File: src/rtl/uart_pkg.sv
// Shared constants and state encoding for the uart transmitter and its front-end logic.
// The HOLDOFF minimum is one full uart txclk period, which returns the uart to IDLE.
package uart_pkg;

   localparam int unsigned UART_TXDIV  = 217;
   localparam int unsigned UART_CLK_HZ = 50_000_000;
   localparam int unsigned HOLDOFF_MIN = 2 * (UART_TXDIV + 1);

   localparam int unsigned CNT_W     = 12;
   localparam int unsigned CNT_RANGE = 1 << CNT_W;

   typedef enum logic [3:0] {
      ST_IDLE      = 4'b0001,
      ST_WAIT_BUSY = 4'b0010,
      ST_WAIT_DONE = 4'b0100,
      ST_HOLDOFF   = 4'b1000
   } arb_state_e;

   function automatic int unsigned wrap_inc(input int unsigned idx, input int unsigned n);
      return (idx + 1 >= n) ? 0 : idx + 1;
   endfunction

endpackage

File: src/rtl/rr_arbiter.sv
// Combinational round-robin pick: first asserted request at or above ptr_i, wrapping.
// Kept standalone so an RX-side distributor can reuse it.
module rr_arbiter #(
   parameter int unsigned NREQ = 4
) (
   input  logic [NREQ-1:0]         req_i,
   input  logic [$clog2(NREQ)-1:0] ptr_i,
   output logic [$clog2(NREQ)-1:0] gnt_idx_o,
   output logic                    any_o
);

   logic found;

   always_comb begin
      found     = 1'b0;
      gnt_idx_o = ptr_i;
      for (int unsigned k = 0; k < NREQ; k++) begin
         int unsigned idx;
         idx = (32'(ptr_i) + k) % NREQ;
         if (!found && req_i[idx]) begin
            found     = 1'b1;
            gnt_idx_o = $clog2(NREQ)'(idx);
         end
      end
      any_o = found;
   end

endmodule

File: src/rtl/uart_tx_arbiter.sv
// Shares one uart transmitter among NREQ byte producers, granting round-robin and
// sequencing the uart's level-sensitive wr/tbe handshake with a post-transfer hold-off.
module uart_tx_arbiter
   import uart_pkg::*;
#(
   parameter int unsigned NREQ           = 4,
   parameter int unsigned HOLDOFF_CYCLES = 440,
   parameter int unsigned TIMEOUT_CYCLES = 2048
) (
   input  logic                    clk,
   input  logic                    rst_n,
   input  logic [NREQ-1:0]         req_valid,
   input  logic [8*NREQ-1:0]       req_data,
   output logic [NREQ-1:0]         req_ack,
   output logic [7:0]              uart_data,
   output logic                    uart_wr,
   input  logic                    uart_tbe,
   output logic                    busy,
   output logic [$clog2(NREQ)-1:0] grant_id,
   output logic                    done,
   output logic                    timeout_err
);

   localparam int unsigned IW = $clog2(NREQ);
   localparam logic [CNT_W-1:0] TIMEOUT_LAST = CNT_W'(TIMEOUT_CYCLES - 1);
   localparam logic [CNT_W-1:0] HOLDOFF_LAST = CNT_W'(HOLDOFF_CYCLES - 1);

   if (NREQ < 2 || NREQ > 8) begin : g_bad_nreq
      $error("uart_tx_arbiter: NREQ must be in 2..8");
   end
   if (TIMEOUT_CYCLES == 0 || TIMEOUT_CYCLES > CNT_RANGE) begin : g_bad_timeout
      $error("uart_tx_arbiter: TIMEOUT_CYCLES does not fit the 12-bit counter");
   end
   if (HOLDOFF_CYCLES < HOLDOFF_MIN || HOLDOFF_CYCLES > CNT_RANGE) begin : g_bad_holdoff
      $error("uart_tx_arbiter: HOLDOFF_CYCLES outside one uart txclk period .. counter range");
   end

   arb_state_e       state_q, state_d;
   logic [CNT_W-1:0] cnt_q, cnt_d;
   logic [IW-1:0]    ptr_q, ptr_d;
   logic [IW-1:0]    gid_q, gid_d;
   logic [7:0]       data_q, data_d;
   logic             wr_q, wr_d;
   logic [NREQ-1:0]  ack_q, ack_d;
   logic             done_q, done_d;
   logic             to_q, to_d;
   logic             tbe_meta_q, tbe_s_q;

   logic [IW-1:0]    gnt_idx;
   logic             gnt_any;
   logic [7:0]       req_byte [NREQ];

   // tbe comes from the uart's slow txclk domain
   always_ff @(posedge clk or negedge rst_n) begin
      if (!rst_n) begin
         tbe_meta_q <= 1'b1;
         tbe_s_q    <= 1'b1;
      end else begin
         tbe_meta_q <= uart_tbe;
         tbe_s_q    <= tbe_meta_q;
      end
   end

   rr_arbiter #(
      .NREQ(NREQ)
   ) u_rr (
      .req_i    (req_valid),
      .ptr_i    (ptr_q),
      .gnt_idx_o(gnt_idx),
      .any_o    (gnt_any)
   );

   always_comb begin
      for (int unsigned k = 0; k < NREQ; k++) begin
         req_byte[k] = req_data[8*k +: 8];
      end
   end

   always_comb begin
      state_d = state_q;
      cnt_d   = cnt_q;
      ptr_d   = ptr_q;
      gid_d   = gid_q;
      data_d  = data_q;
      wr_d    = wr_q;
      ack_d   = '0;
      done_d  = 1'b0;
      to_d    = 1'b0;

      unique case (state_q)
         ST_IDLE: begin
            if (gnt_any) begin
               data_d         = req_byte[gnt_idx];
               ack_d[gnt_idx] = 1'b1;
               gid_d          = gnt_idx;
               wr_d           = 1'b1;
               cnt_d          = '0;
               state_d        = ST_WAIT_BUSY;
            end
         end
         ST_WAIT_BUSY: begin
            cnt_d = cnt_q + 1'b1;
            if (!tbe_s_q) begin
               state_d = ST_WAIT_DONE;
            end else if (cnt_q == TIMEOUT_LAST) begin
               wr_d    = 1'b0;
               to_d    = 1'b1;
               cnt_d   = '0;
               state_d = ST_HOLDOFF;
            end
         end
         ST_WAIT_DONE: begin
            if (tbe_s_q) begin
               wr_d    = 1'b0;
               done_d  = 1'b1;
               cnt_d   = '0;
               state_d = ST_HOLDOFF;
            end
         end
         ST_HOLDOFF: begin
            cnt_d = cnt_q + 1'b1;
            if (cnt_q == HOLDOFF_LAST) begin
               ptr_d   = IW'(wrap_inc(32'(gid_q), NREQ));
               state_d = ST_IDLE;
            end
         end
         default: begin
            wr_d    = 1'b0;
            cnt_d   = '0;
            state_d = ST_IDLE;
         end
      endcase
   end

   always_ff @(posedge clk or negedge rst_n) begin
      if (!rst_n) begin
         state_q <= ST_IDLE;
         cnt_q   <= '0;
         ptr_q   <= '0;
         gid_q   <= '0;
         data_q  <= '0;
         wr_q    <= 1'b0;
         ack_q   <= '0;
         done_q  <= 1'b0;
         to_q    <= 1'b0;
      end else begin
         state_q <= state_d;
         cnt_q   <= cnt_d;
         ptr_q   <= ptr_d;
         gid_q   <= gid_d;
         data_q  <= data_d;
         wr_q    <= wr_d;
         ack_q   <= ack_d;
         done_q  <= done_d;
         to_q    <= to_d;
      end
   end

   assign req_ack     = ack_q;
   assign uart_data   = data_q;
   assign uart_wr     = wr_q;
   assign busy        = (state_q != ST_IDLE);
   assign grant_id    = gid_q;
   assign done        = done_q;
   assign timeout_err = to_q;

endmodule

File: config.mk
export PLATFORM = sky130hd
export DESIGN_NAME = uart_tx_arbiter
export DESIGN_NICKNAME = d
export VERILOG_FILES = /design/src/rtl/uart_pkg.sv /design/src/rtl/rr_arbiter.sv /design/src/rtl/uart_tx_arbiter.sv
export SDC_FILE = /design/constraint.sdc
export NUM_CORES = 1
export LEC_CHECK = 0
export ABC_CLOCK_PERIOD_IN_PS = 1950
export CAP_MARGIN = 15
export CORE_ASPECT_RATIO = 1.4
export CORE_MARGIN = 2
export CORE_UTILIZATION = 48
export CTS_CLUSTER_DIAMETER = 80
export CTS_CLUSTER_SIZE = 16
export DETAILED_ROUTE_END_ITERATION = 10
export GPL_TIMING_DRIVEN = 0
export PLACE_DENSITY = 0.8
export RECOVER_POWER = 25
export SYNTH_ARGS = -nofsm -noshare
export SYNTH_HDL_FRONTEND = slang
export SYNTH_SLANG_ARGS = --single-unit
File: constraint.sdc
create_clock -name clk -period 1.95 [get_ports clk]
set_input_delay 0.39 -clock clk [delete_from_list [all_inputs] [get_ports clk]]
set_output_delay 0.39 -clock clk [all_outputs]
set_load 0.02 [all_outputs]
==> results.cfg <==
[min_path]
hp-class = input pin to async pin

[cts]
clk_latency_ps = 290
cts_root_buf = clkbuf_8
cts_buffers = 5
clk_path_buf_depth = 2
cts_tree = built
clkSinkCount = 37
cts-htree-levels = 2
path_clk_slew_ps = 70
ctsHoldBuffers = 0

[synthesis]
synth.distinct_cells = 47
synth_seq_cells = 37
synth_compound_area_share_pct = 18.7
synth_simple_gate_area_share_pct = 19.1
ys.flop_type = dfrtp_1
avgSynthCellArea_sq_um = 10.3
syn-cell-area_sq_um = 2020
synth.most_common_cell = dfrtp_1
syn_inst = 196
synth_warnings = 0
synthAdderAreaFrac_pct = 1.24
synth_top_area_share_pct = 42.2
synth_edf_count = 0
async_reset_ff_share_pct = 100
netlist_top_cells_count = dfrtp_1 (34), nand2_1 (17), mux2i_1 (16)
yosysTopAreaCell = dfrtp_1
syn-num-nets = 237
synth_xor_area_share_pct = 1.30
synth-seq-area-share_pct = 46.1
synth.area.mux_share_pct = 9.62
synth.area.top_cells = dfrtp_1 (42%), mux2i_1 (7.9%), a221oi_2 (5.2%)
synth_top_family_by_area = simple AND/OR/NAND/NOR gates

[die]
io_pins = 57
dieArea_sq_um = 4740
initial_core_util_pct = 50.6
core_area_sq_um = 3990
die_w_um = 58.8
rows = 27
die_y_um = 80.7

[finish]
layout.nets = 310
final_area_sq_um = 2930
nFillCells = 306
area_growth_syn_to_layout_pct = 45.4
num_antenna_cells = 0
regArea_sq_um = 931
drive_above_1_share_pct = 22.2
multi_input_area_sq_um = 1120

[worst_setup_path]
setup.worst_path.class = register to register
crit_arrival_ps = 2140
setup.worst_path.start_class = register
reg2regPathDepth = 7
cp.required_ps = 2110
cp-end-kind = register
r2r_slack_ps = -30
r2r-start = cnt_q[1]$_DFFE_PN0P_
cp_max_fo = 5
reg2reg_to = cnt_q[3]$_DFFE_PN0P_

[power_and_ir_drop]
p_per_area_nw_per_um2 = 1070
leakage_uw = 0.00120
p_sw_uw = 1220
clkPwrFrac_pct = 16.6
p_seq_share_pct = 34.4
p_comb_share_pct = 49.0
p_sw_share_pct = 38.9
intPower_uw = 1920
irDropWorstVdd_uv = 612
power.total_uw = 3140

[timing]
skew_ps = 6.20
max_slew_margin_pct = 39.1
post-route-min-period_ps = 1980
hold_ws_ps = 223
period_share_pct = 102
fmax_mhz = 504
hold_viol = 0
setup_viol = 2
setup_ws_ps = -32.9
worstMarginPinSlew_ps = 914
grt_setup_unrepaired = true
finalMaxSlewViolations = 0

[placement]
globalplace.congestion = 0.833
dp_hpwl_um = 3430
io_buffers = 56
dpl-instance-area_sq_um = 2630
dp_slack_ps = -462

[routing]
wirelength_um = 5040
initialDrtViolationCount = 95
wl_per_cell_um = 16.1
ant_nets = 0
viasPerCell = 5.85
drt_first_pass_iters = 4
num_vias = 1832
drc = 0

[grt]
grt_pass1_wl_um = 7880
grt_pass1_vias = 1749
overflow = 0
grtUsageTotal_pct = 22.0
grt_max_degree = 38
antenna_found_initial = 0

[outcome]
status = finished, violations left
violations = setup timing

[job]
maxCapViolations = 0
power groups by stage:
| stage | Combinational, uW | Sequential, uW | Clock, uW |
|---|---|---|---|
| 2_1_floorplan | 698 | 1210 | 0 |
| 3_3_place_gp | 1350 | 1070 | 0 |
| 3_5_place_dp | 1380 | 1080 | 0 |
| 4_1_cts | 1400 | 1060 | 530 |
| 5_1_grt | 1660 | 1100 | 562 |
| 6_report | 1540 | 1080 | 521 |
layer usage:
metal / wire length [um] / track usage [%] / vias to the layer above
met2: 2750 / 40.1 / 67
met4: 107 / 8.18 / 0
li1: - / - / 870
met1: 1860 / 23.1 / 885
met5: 0 / 0 / -
met3: 318 / 6.44 / 10
kinds of logic (layout without fill, tap and decap cells):
kind of cell	after synthesis	after routing
compound gates	48	48
xor+xnor	3	3
fa+ha+maj	2	2
buf+inv	15	89
flops	37	37
mux	19	19
simple gates	72	72
critical path, stage by stage (launching register included):
cell	delay, ps
dfrtp_1	430
ha_4	180
nand4_1	210
nor4_4	440
a31oi_4	160
buf_6	150
a41oi_1	210
a31oi_1	60
registers in the layout, summed over array words and instances, names as in the netlist:
register     count
uart_data        8
cnt_q           12
tbe_meta_q       1
tbe_s_q          1
req_ack          4
done             1
grant_id         2
uart_wr          1
state_q          4
ptr_q            2
timeout_err      1
final cells by class:
cell class	instances	share of cell area [%]
Buffer	9	2.31
Clock buffer	5	2.35
Clock inverter	3	0.598
Inverter	5	0.640
Multi-Input combinational cell	144	38.2
Sequential cell	37	31.8
Tap cell	43	1.84
Timing Repair Buffer	67	22.3
worst max path at each step:
| stage | from | endpoint | slack [ps] | cells after the start |
|---|---|---|---|---|
| 2_1_floorplan | cnt_q[0]$_DFFE_PN0P_ | cnt_q[0]$_DFFE_PN0P_ | 150 | 6 |
| 3_3_place_gp | req_valid[0] | cnt_q[9]$_DFFE_PN0P_ | -440 | 6 |
| 3_5_place_dp | req_valid[0] | cnt_q[9]$_DFFE_PN0P_ | -460 | 6 |
| 4_1_cts | req_valid[1] | state_q[3]$_DFFE_PN0P_ | -3 | 7 |
| 5_1_grt | cnt_q[1]$_DFFE_PN0P_ | cnt_q[3]$_DFFE_PN0P_ | -50 | 7 |
| 6_report | cnt_q[1]$_DFFE_PN0P_ | cnt_q[3]$_DFFE_PN0P_ | -30 | 7 |
timing repair:
action                     CTS  global route
resized for setup           15            18
cloned                       1             1
setup endpoints to repair   24            20
pin swaps                    4             7
setup buffers                4             5
per-stage QoR:
step                      instances  util [%]  setup TNS [ps]
after global placement          295      66.0          -19640
after CTS                       308      70.5           -2.93
final                           313      73.5           -44.9
after detailed placement        295      65.9           -9850
after floorplan                 196         -               0
after global routing            313      73.5            -220
cells in the final DEF (no fill, tap or decap), types with 4 or more instances in the layout:
| cell | netlist | layout |
|---|---|---|
| a21oi_1 | 6 | 6 |
| a221oi_2 | 7 | 7 |
| a31oi_1 | 9 | 8 |
| buf_4 | 3 | 9 |
| buf_6 | 1 | 5 |
| clkbuf_8 | 0 | 5 |
| clkdlybuf4s50_1 | 0 | 50 |
| dfrtp_1 | 34 | 33 |
| inv_1 | 4 | 4 |
| mux2i_1 | 16 | 15 |
| nand2_1 | 17 | 17 |
| nand2b_1 | 7 | 7 |
| nand3_1 | 5 | 4 |
| nor2_1 | 14 | 14 |
| nor3_1 | 6 | 6 |
| o21ai_0 | 10 | 9 |
No activity file was read; power rests on OpenSTA's default activity.
